$ cat config.mk
export PLATFORM = sky130hd
export DESIGN_NAME = rosc_freq_meter
export DESIGN_NICKNAME = d
export VERILOG_FILES = /design/src/rtl/rosc_freq_meter.sv
export SDC_FILE = /design/constraint.sdc
export NUM_CORES = 1
export LEC_CHECK = 0
export ABC_AREA = 0
export CORE_MARGIN = 3
export CORE_UTILIZATION = 56
export DETAILED_ROUTE_END_ITERATION = 8
export GPL_TIMING_DRIVEN = 0
export PLACE_DENSITY = 0.86
export SLEW_MARGIN = 20
export SYNTH_ARGS = -nofsm -noshare
export SYNTH_HDL_FRONTEND = slang
export SYNTH_SLANG_ARGS = --single-unit
$ cat constraint.sdc
create_clock -name clk -period 4.8 [get_ports clk]
set_clock_uncertainty 0.1 [all_clocks]
set_input_delay 0.48 -clock clk [delete_from_list [all_inputs] [get_ports clk]]
set_output_delay 0.48 -clock clk [all_outputs]
set_load 0.01 [all_outputs]
$ cat src/rtl/rosc_freq_meter.sv
// Ring-oscillator frequency meter: enables the oscillator, synchronizes its output into clk
// and counts rising edges over a programmable window after a fixed warm-up.
module rosc_freq_meter #(
  parameter int unsigned CNT_W       = 16,
  parameter int unsigned WIN_W       = 16,
  parameter int unsigned SYNC_STAGES = 2,
  parameter int unsigned WARM_CYC    = 4
) (
  input  logic             clk,
  input  logic             rst_n,
  input  logic             start,
  input  logic [WIN_W-1:0] win_len,
  input  logic             rosc_in,
  output logic             osc_en,
  output logic             busy,
  output logic             done,
  output logic [CNT_W-1:0] count,
  output logic             overflow
);

  localparam int unsigned WARM_W = $clog2(WARM_CYC + 1);

  typedef enum logic [1:0] {
    ST_IDLE    = 2'd0,
    ST_WARMUP  = 2'd1,
    ST_MEASURE = 2'd2,
    ST_DONE    = 2'd3
  } state_t;

  state_t                 state, state_nxt;
  logic [SYNC_STAGES-1:0] sync_q;
  logic                   prev_q;
  logic                   sync_out_c;
  logic                   edge_c;
  logic [WARM_W-1:0]      warm_cnt, warm_nxt;
  logic [WIN_W-1:0]       win_cnt, win_nxt;
  logic [CNT_W-1:0]       count_nxt;
  logic                   ovf_nxt;
  logic                   osc_en_nxt;
  logic                   busy_nxt;
  logic                   done_nxt;

  // Edge detector runs in every state so a level already high at window start is not an edge.
  assign sync_out_c = sync_q[SYNC_STAGES-1];
  assign edge_c     = sync_out_c & ~prev_q;

  // State and datapath registers
  always_ff @(posedge clk or negedge rst_n) begin
    if (!rst_n) begin
      state    <= ST_IDLE;
      sync_q   <= '0;
      prev_q   <= 1'b0;
      warm_cnt <= '0;
      win_cnt  <= '0;
      count    <= '0;
      overflow <= 1'b0;
      osc_en   <= 1'b0;
      busy     <= 1'b0;
      done     <= 1'b0;
    end else begin
      state    <= state_nxt;
      sync_q   <= {sync_q[SYNC_STAGES-2:0], rosc_in};
      prev_q   <= sync_out_c;
      warm_cnt <= warm_nxt;
      win_cnt  <= win_nxt;
      count    <= count_nxt;
      overflow <= ovf_nxt;
      osc_en   <= osc_en_nxt;
      busy     <= busy_nxt;
      done     <= done_nxt;
    end
  end

  // Next-state and next-output logic; outputs are registered from the next state.
  always_comb begin
    state_nxt = state;
    warm_nxt  = warm_cnt;
    win_nxt   = win_cnt;
    count_nxt = count;
    ovf_nxt   = overflow;

    case (state)
      ST_IDLE: begin
        if (start) begin
          state_nxt = ST_WARMUP;
          warm_nxt  = WARM_W'(WARM_CYC);
          win_nxt   = win_len;
          count_nxt = '0;
          ovf_nxt   = 1'b0;
        end
      end
      ST_WARMUP: begin
        warm_nxt = warm_cnt - WARM_W'(1);
        if (warm_cnt == WARM_W'(1)) begin
          state_nxt = (win_cnt != '0) ? ST_MEASURE : ST_DONE;
        end
      end
      ST_MEASURE: begin
        win_nxt = win_cnt - WIN_W'(1);
        // Saturate: an edge arriving at all-ones is lost and flagged.
        if (edge_c) begin
          if (&count) begin
            ovf_nxt = 1'b1;
          end else begin
            count_nxt = count + CNT_W'(1);
          end
        end
        if (win_cnt == WIN_W'(1)) begin
          state_nxt = ST_DONE;
        end
      end
      ST_DONE: begin
        state_nxt = ST_IDLE;
      end
      default: begin
        state_nxt = ST_IDLE;
      end
    endcase

    osc_en_nxt = (state_nxt == ST_WARMUP) || (state_nxt == ST_MEASURE);
    busy_nxt   = osc_en_nxt;
    done_nxt   = (state_nxt == ST_DONE);
  end

endmodule

==> results of run 1 <==
==> cells in the mapped netlist, types with 2 or more instances <==
cell,count
nor2_1,7
nand2b_1,4
ha_1,6
a31oi_1,2
mux2i_1,4
a21oi_1,17
nand4_1,6
buf_2,2
a221o_1,3
nor3_1,8
dfrtp_1,43
nand3_1,7
a211o_1,3
o311ai_0,3
o31ai_1,10
nor4_1,11
o21ai_0,12
inv_1,9
nand2_1,29
a22oi_1,3
and3_1,3
o211ai_1,3
o41ai_1,2
or4_1,12
or3_1,3
clkbuf_1,10
==> sequential cells by signal, summed over array words and instances, names as in the netlist <==
register / cells
prev_q: 1
count: 16
busy: 1
warm_cnt: 3
done: 1
win_cnt: 16
state: 2
sync_q: 2
overflow: 1
==> report_power, final <==
group	internal, mW	leakage, nW	switching [mW]	total (mW)
Combinational	0.217	0.531	0.256	0.473
Clock	0.101	0.0402	0.130	0.231
Sequential	0.475	0.544	0.111	0.586
==> how the worst max path moves through the flow <==
stage / slack, ps / startpoint / endpoint / cells past startpoint
2_1_floorplan: 2490 / win_cnt[8] / busy / 5
3_3_place_gp: 1950 / start / win_cnt[5] / 4
3_5_place_dp: 2060 / start / count[11] / 6
4_1_cts: 2180 / win_cnt[6] / busy / 6
5_1_grt: 2000 / win_cnt[6] / busy / 6
6_report: 2120 / win_cnt[6] / busy / 6
==> kinds of logic after synthesis <==
logic type	count (synthesis)	synth area share
compound gates	66	0.196
xor+xnor	1	0.00384
buf+inv	23	0.0439
simple gates	98	0.235
flops	43	0.471
mux	4	0.0175
fa+ha+maj	6	0.0329
==> metrics by stage <==
stage	worst slack, ps	cell area [um2]	power (mW)
2_1_floorplan	2490	2280	0.871
4_1_cts	2180	2850	1.29
3_5_place_dp	2060	2760	1.05
3_3_place_gp	1950	2730	1.02
5_1_grt	2000	2850	1.38
6_report	2120	2850	1.29
==> critical path, cell delays in order, from the launching register on <==
cell	delay [ps]
dfrtp_1	370
clkbuf_1	170
or4_1	520
or4_1	510
nor4_1	390
o32a_1	250
ha_1	240
==> per-layer routing <==
layer	global-route usage	part of all wire
met1	0.310	0.42
met2	0.403	0.50
met3	0.0464	0.064
met4	0.0851	0.014
met5	0	0
==> layout make-up <==
class                      instances  area (um2)
inverter                           9        33.8
tap                               48        60.1
clock buffer                       5        68.8
clock inverter                     3        20.0
multi-input combinational        175        1110
fill                             280         950
timing repair buffer              40         413
buffer                            14        66.3
sequential                        43        1080
==> results.py, run 1 <==
metrics = {
    "global_route": {
        "first_global_vias": 2079,
        "grt_max_degree": 24,
        "grt_use_total": 0.241,
        "grt_first_pass_wirelength_um": 9650,
        "antenna_found_initial": 0,
        "grt_overflow": 0,
    },
    "power": {
        "p_per_area_mw_per_mm2": 453,
        "power_leakage_nw": 1.12,
        "ir_drop_mv": 0.302,
    },
    "synthesis": {
        "yosys-top-cells-area": "dfrtp_1 47%, nand2_1 4.8%, or4_1 3.9%, a21oi_1 3.7%, ha_1 3.3%",
        "ys_seq_elements": 43,
        "synth-edff-count": 0,
        "yosysTopAreaCellShare": 0.471,
        "syn-cell-area_mm2": 0.00228,
        "synthDistinctLibCells": 45,
        "syn_inst": 241,
        "ys.flop_type": "dfrtp_1",
        "yosysTopAreaCell": "dfrtp_1",
        "syn_area_per_cell_um2": 9.47,
        "synth_fp_nets": 267,
        "ys.warnings.count": 0,
        "ys_seq_area_frac": 0.471,
        "async_flop_share": 1.00,
    },
    "die": {
        "start_util": 0.601,
        "core.rowCount": 22,
        "ios": 40,
        "die_y_um": 69.8,
        "coreArea_mm2": 0.00380,
        "dieArea_mm2": 0.00488,
        "fp.dieW_um": 69.8,
    },
    "route": {
        "vias_per_cell": 6.49,
        "vias": 2188,
        "wl_um": 5650,
        "drt_pass1_iterations": 5,
        "drcViolationCount": 0,
        "route.detailed.wl_per_inst_um": 16.8,
        "postRouteAntennaNets": 0,
        "drtIter0Drc": 320,
    },
    "flow_run": {
        "drv_cap": 0,
    },
    "layout": {
        "drive_above_1_share": 0.0554,
        "diodes": 0,
        "post-route-util": 0.750,
        "final_common_cell": "dfrtp_1",
        "fin_cells": 337,
        "area_growth_pct": 24.8,
        "layout.nets": 314,
        "final_cell_mix": "43 x dfrtp_1, 38 x clkdlybuf4s50_1, 29 x nand2_1",
    },
    "placed_design": {
        "hpwlAfterDp_um": 4040,
        "dp_cells": 329,
        "io_buffers": 39,
        "place_congestion": 0.819,
    },
    "sta": {
        "max_freq_ghz": 0.374,
        "rsz0062_at_grt": "no",
        "finalSetupViolCount": 0,
        "slew_viol_final": 0,
        "worst_pin_slew_ps": 868,
        "whs_ps": 45.3,
        "finalCritPeriodShare": 0.557,
        "finalSetupTns_ps": 0,
        "min_period_ps": 2680,
        "hold_viol_final": 0,
        "relSlewSlack": 0.417,
    },
    "critical_path": {
        "end_kind": "register",
        "reg2reg_to": "busy",
        "path_max_fanout": 8,
        "start_kind": "register",
        "arrival_ps": 2770,
        "crit_required_ps": 4890,
        "timing.rr.start": "win_cnt[6]",
        "crit_type": "register to register",
        "r2r_slack_ps": 2120,
        "ff2ff_path_depth": 6,
    },
    "clock_network": {
        "cts_sinks": 43,
        "clk_path_buf_depth": 2,
        "post_cts_resized": 0,
        "htree_levels": 2,
        "root_buffer": "clkbuf_8",
        "post_cts_buffers": 0,
        "worstSkewPairLatency_ps": 300,
        "cts_tree": "yes",
        "cts_buffers": 5,
        "postCtsHoldBufs": 0,
        "path_clk_slew_ps": 90,
    },
    "worst_hold_path": {
        "min_path_type": "input pin to async pin",
    },
    "run_status": {
        "outcome": "completed",
    },
}
No activity file was read; power rests on OpenSTA's default activity.
==> inputs of run 2 (changes only) <==
- CORE_UTILIZATION: 56 -> 47
- PLACE_DENSITY: 0.86 -> 0.77
- clock period: 4.8 -> 2.2 ns (I/O delays scaled with it)
==> run 2 against run 1 <==
Net effect:
- the flow now finishes with violations (negative setup slack)
- flip-flop and latch count unchanged
- setup slack lost 2200 ps
- global-route usage is 2.1 points lower
- critical path depth shrank 1
- combinational power is 130% higher
- critical path type unchanged
- critical endpoint unchanged
- highest routed layer unchanged
==> results.py, run 2 (synthesis results as in run 1) <==
metrics = {
    "die": {
        "dieArea_mm2": 0.00573,
        "start_util": 0.503,
        "coreArea_mm2": 0.00453,
        "fp.dieW_um": 75.7,
        "die_y_um": 75.7,
        "core.rowCount": 24,
        "ios": 40,
    },
    "sta": {
        "rsz0062_at_grt": "yes",
        "hold_viol_final": 0,
        "worst_slack_ps": -69.9,
        "relSlewSlack": 0.351,
        "max_freq_ghz": 0.441,
        "slew_viol_final": 0,
        "finalCritPeriodShare": 1.03,
        "min_period_ps": 2270,
        "finalSetupViolCount": 1,
        "worst_pin_slew_ps": 966,
        "whs_ps": 262,
    },
    "layout": {
        "final_cell_mix": "41 x dfrtp_1, 38 x clkdlybuf4s50_1, 29 x nand2_1",
        "drive_above_1_share": 0.134,
        "largestRegisters": "count: 16 flops, win_cnt: 16 flops, warm_cnt: 3 flops",
        "diodes": 0,
        "post-route-util": 0.664,
        "area_growth_pct": 32.0,
        "fin_area_mm2": 0.00301,
        "layout.nets": 317,
        "final_common_cell": "dfrtp_1",
        "fin_cells": 357,
    },
    "power": {
        "ir_drop_mv": 0.774,
        "intPower_mw": 1.85,
        "switchingPower_mw": 1.10,
        "seqPwrFrac": 0.438,
        "clock_power_share": 0.186,
        "p_per_area_mw_per_mm2": 979,
        "power_leakage_nw": 1.17,
        "p_comb_frac": 0.375,
        "swShare": 0.373,
    },
    "clock_network": {
        "htree_levels": 2,
        "cts_sinks": 43,
        "root_buffer": "clkbuf_8",
        "clk_path_buf_depth": 2,
        "path_clk_slew_ps": 80,
        "worstSkewPairLatency_ps": 290,
        "cts_tree": "yes",
        "cts_buffers": 5,
    },
    "critical_path": {
        "crit_required_ps": 2270,
        "end_kind": "register",
        "path_max_fanout": 3,
        "start_kind": "register",
        "crit_type": "register to register",
        "ff2ff_path_depth": 5,
        "arrival_ps": 2340,
    },
    "run_status": {
        "violations": "negative setup slack",
        "outcome": "finished with violations",
    },
    "route": {
        "vias_per_cell": 6.09,
        "vias": 2175,
        "route.detailed.wl_per_inst_um": 16.6,
        "drt_pass1_iterations": 4,
        "drcViolationCount": 0,
        "postRouteAntennaNets": 0,
        "drtIter0Drc": 212,
        "wl_um": 5920,
    },
    "flow_run": {
        "drv_cap": 0,
    },
    "global_route": {
        "met2_usage": 0.342,
        "gr-usage-met3": 0.0422,
        "grt_busiest_layer": "met2",
        "antenna_found_initial": 0,
        "first_global_vias": 2013,
        "grt_use_total": 0.220,
        "grt_max_degree": 25,
        "gr-usage-met1": 0.310,
        "grt_first_pass_wirelength_um": 9590,
        "grt_overflow": 0,
    },
    "worst_hold_path": {
        "min_path_type": "register to register",
        "whs_path_depth": 0,
    },
    "placed_design": {
        "hpwlAfterDp_um": 4090,
        "place_congestion": 0.817,
        "io_buffers": 39,
        "pre_cts_slack_ps": -350,
        "dpl_cell_area_mm2": 0.00279,
        "dp_cells": 346,
    },
}
run 2: cell types whose count changed in the layout (fill, tap and decap cells not counted), sizes merged:
cell / previous run / this run
clkinv: 1 / 0
clkinvlp: 2 / 0
dlygate4sd3: 0 / 1
clkbuf: 15 / 16
buf: 6 / 10
run 2: power by group through the flow:
stage          Clock, mW  Combinational, mW  Sequential [mW]
2_1_floorplan          0              0.661             1.25
3_3_place_gp           0              0.994             1.26
3_5_place_dp           0               1.04             1.28
4_1_cts            0.563               1.09             1.28
5_1_grt            0.591               1.24             1.33
6_report           0.550               1.11             1.29
run 2: path summary, 6_finish.rpt:
kind                             from           to  slack (ps)
max                        win_cnt[9]         busy         -70
min                         sync_q[0]    sync_q[1]         260
max reg2reg                win_cnt[9]         busy         -70
min reg2reg                 sync_q[0]    sync_q[1]         260
max in group asynchronous       rst_n     count[8]        1160
min in group asynchronous       rst_n  win_cnt[12]         340
run 2: critical path: stages, from the launching register on:
cell	delay, ps
dfrtp_1	400
or4_4	540
or4_4	470
nor4_4	180
o32a_1	230
ha_1	240
run 2: layout make-up:
cell class	instances	area (um2)
inverter	9	33.8
tap	65	81.3
fill	359	1520
clock buffer	8	100
buffer	11	58.8
timing repair buffer	46	460
multi-input combinational	175	1200
sequential	43	1080
run 2: timing repair:
action                                  4_1_cts  5_1_grt
pin swaps                                     3        2
endpoints found under the setup margin       14       23
hold endpoints to repair                     19        0
hold buffers                                  1        0
gates resized for setup                       6       14
buffers inserted                              4        1
run 2: layer usage:
metal / wire [um] / share of wire
met5: 0 / 0
met3: 372 / 0.063
met2: 2930 / 0.50
met1: 2550 / 0.43
met4: 63 / 0.011
run 2: per-stage QoR:
stage	setup TNS, ps	power, mW
6_report	-69.9	2.95
5_1_grt	-440	3.17
4_1_cts	-140	2.92
3_5_place_dp	-3270	2.32
3_3_place_gp	-19950	2.26
2_1_floorplan	-66.4	1.91
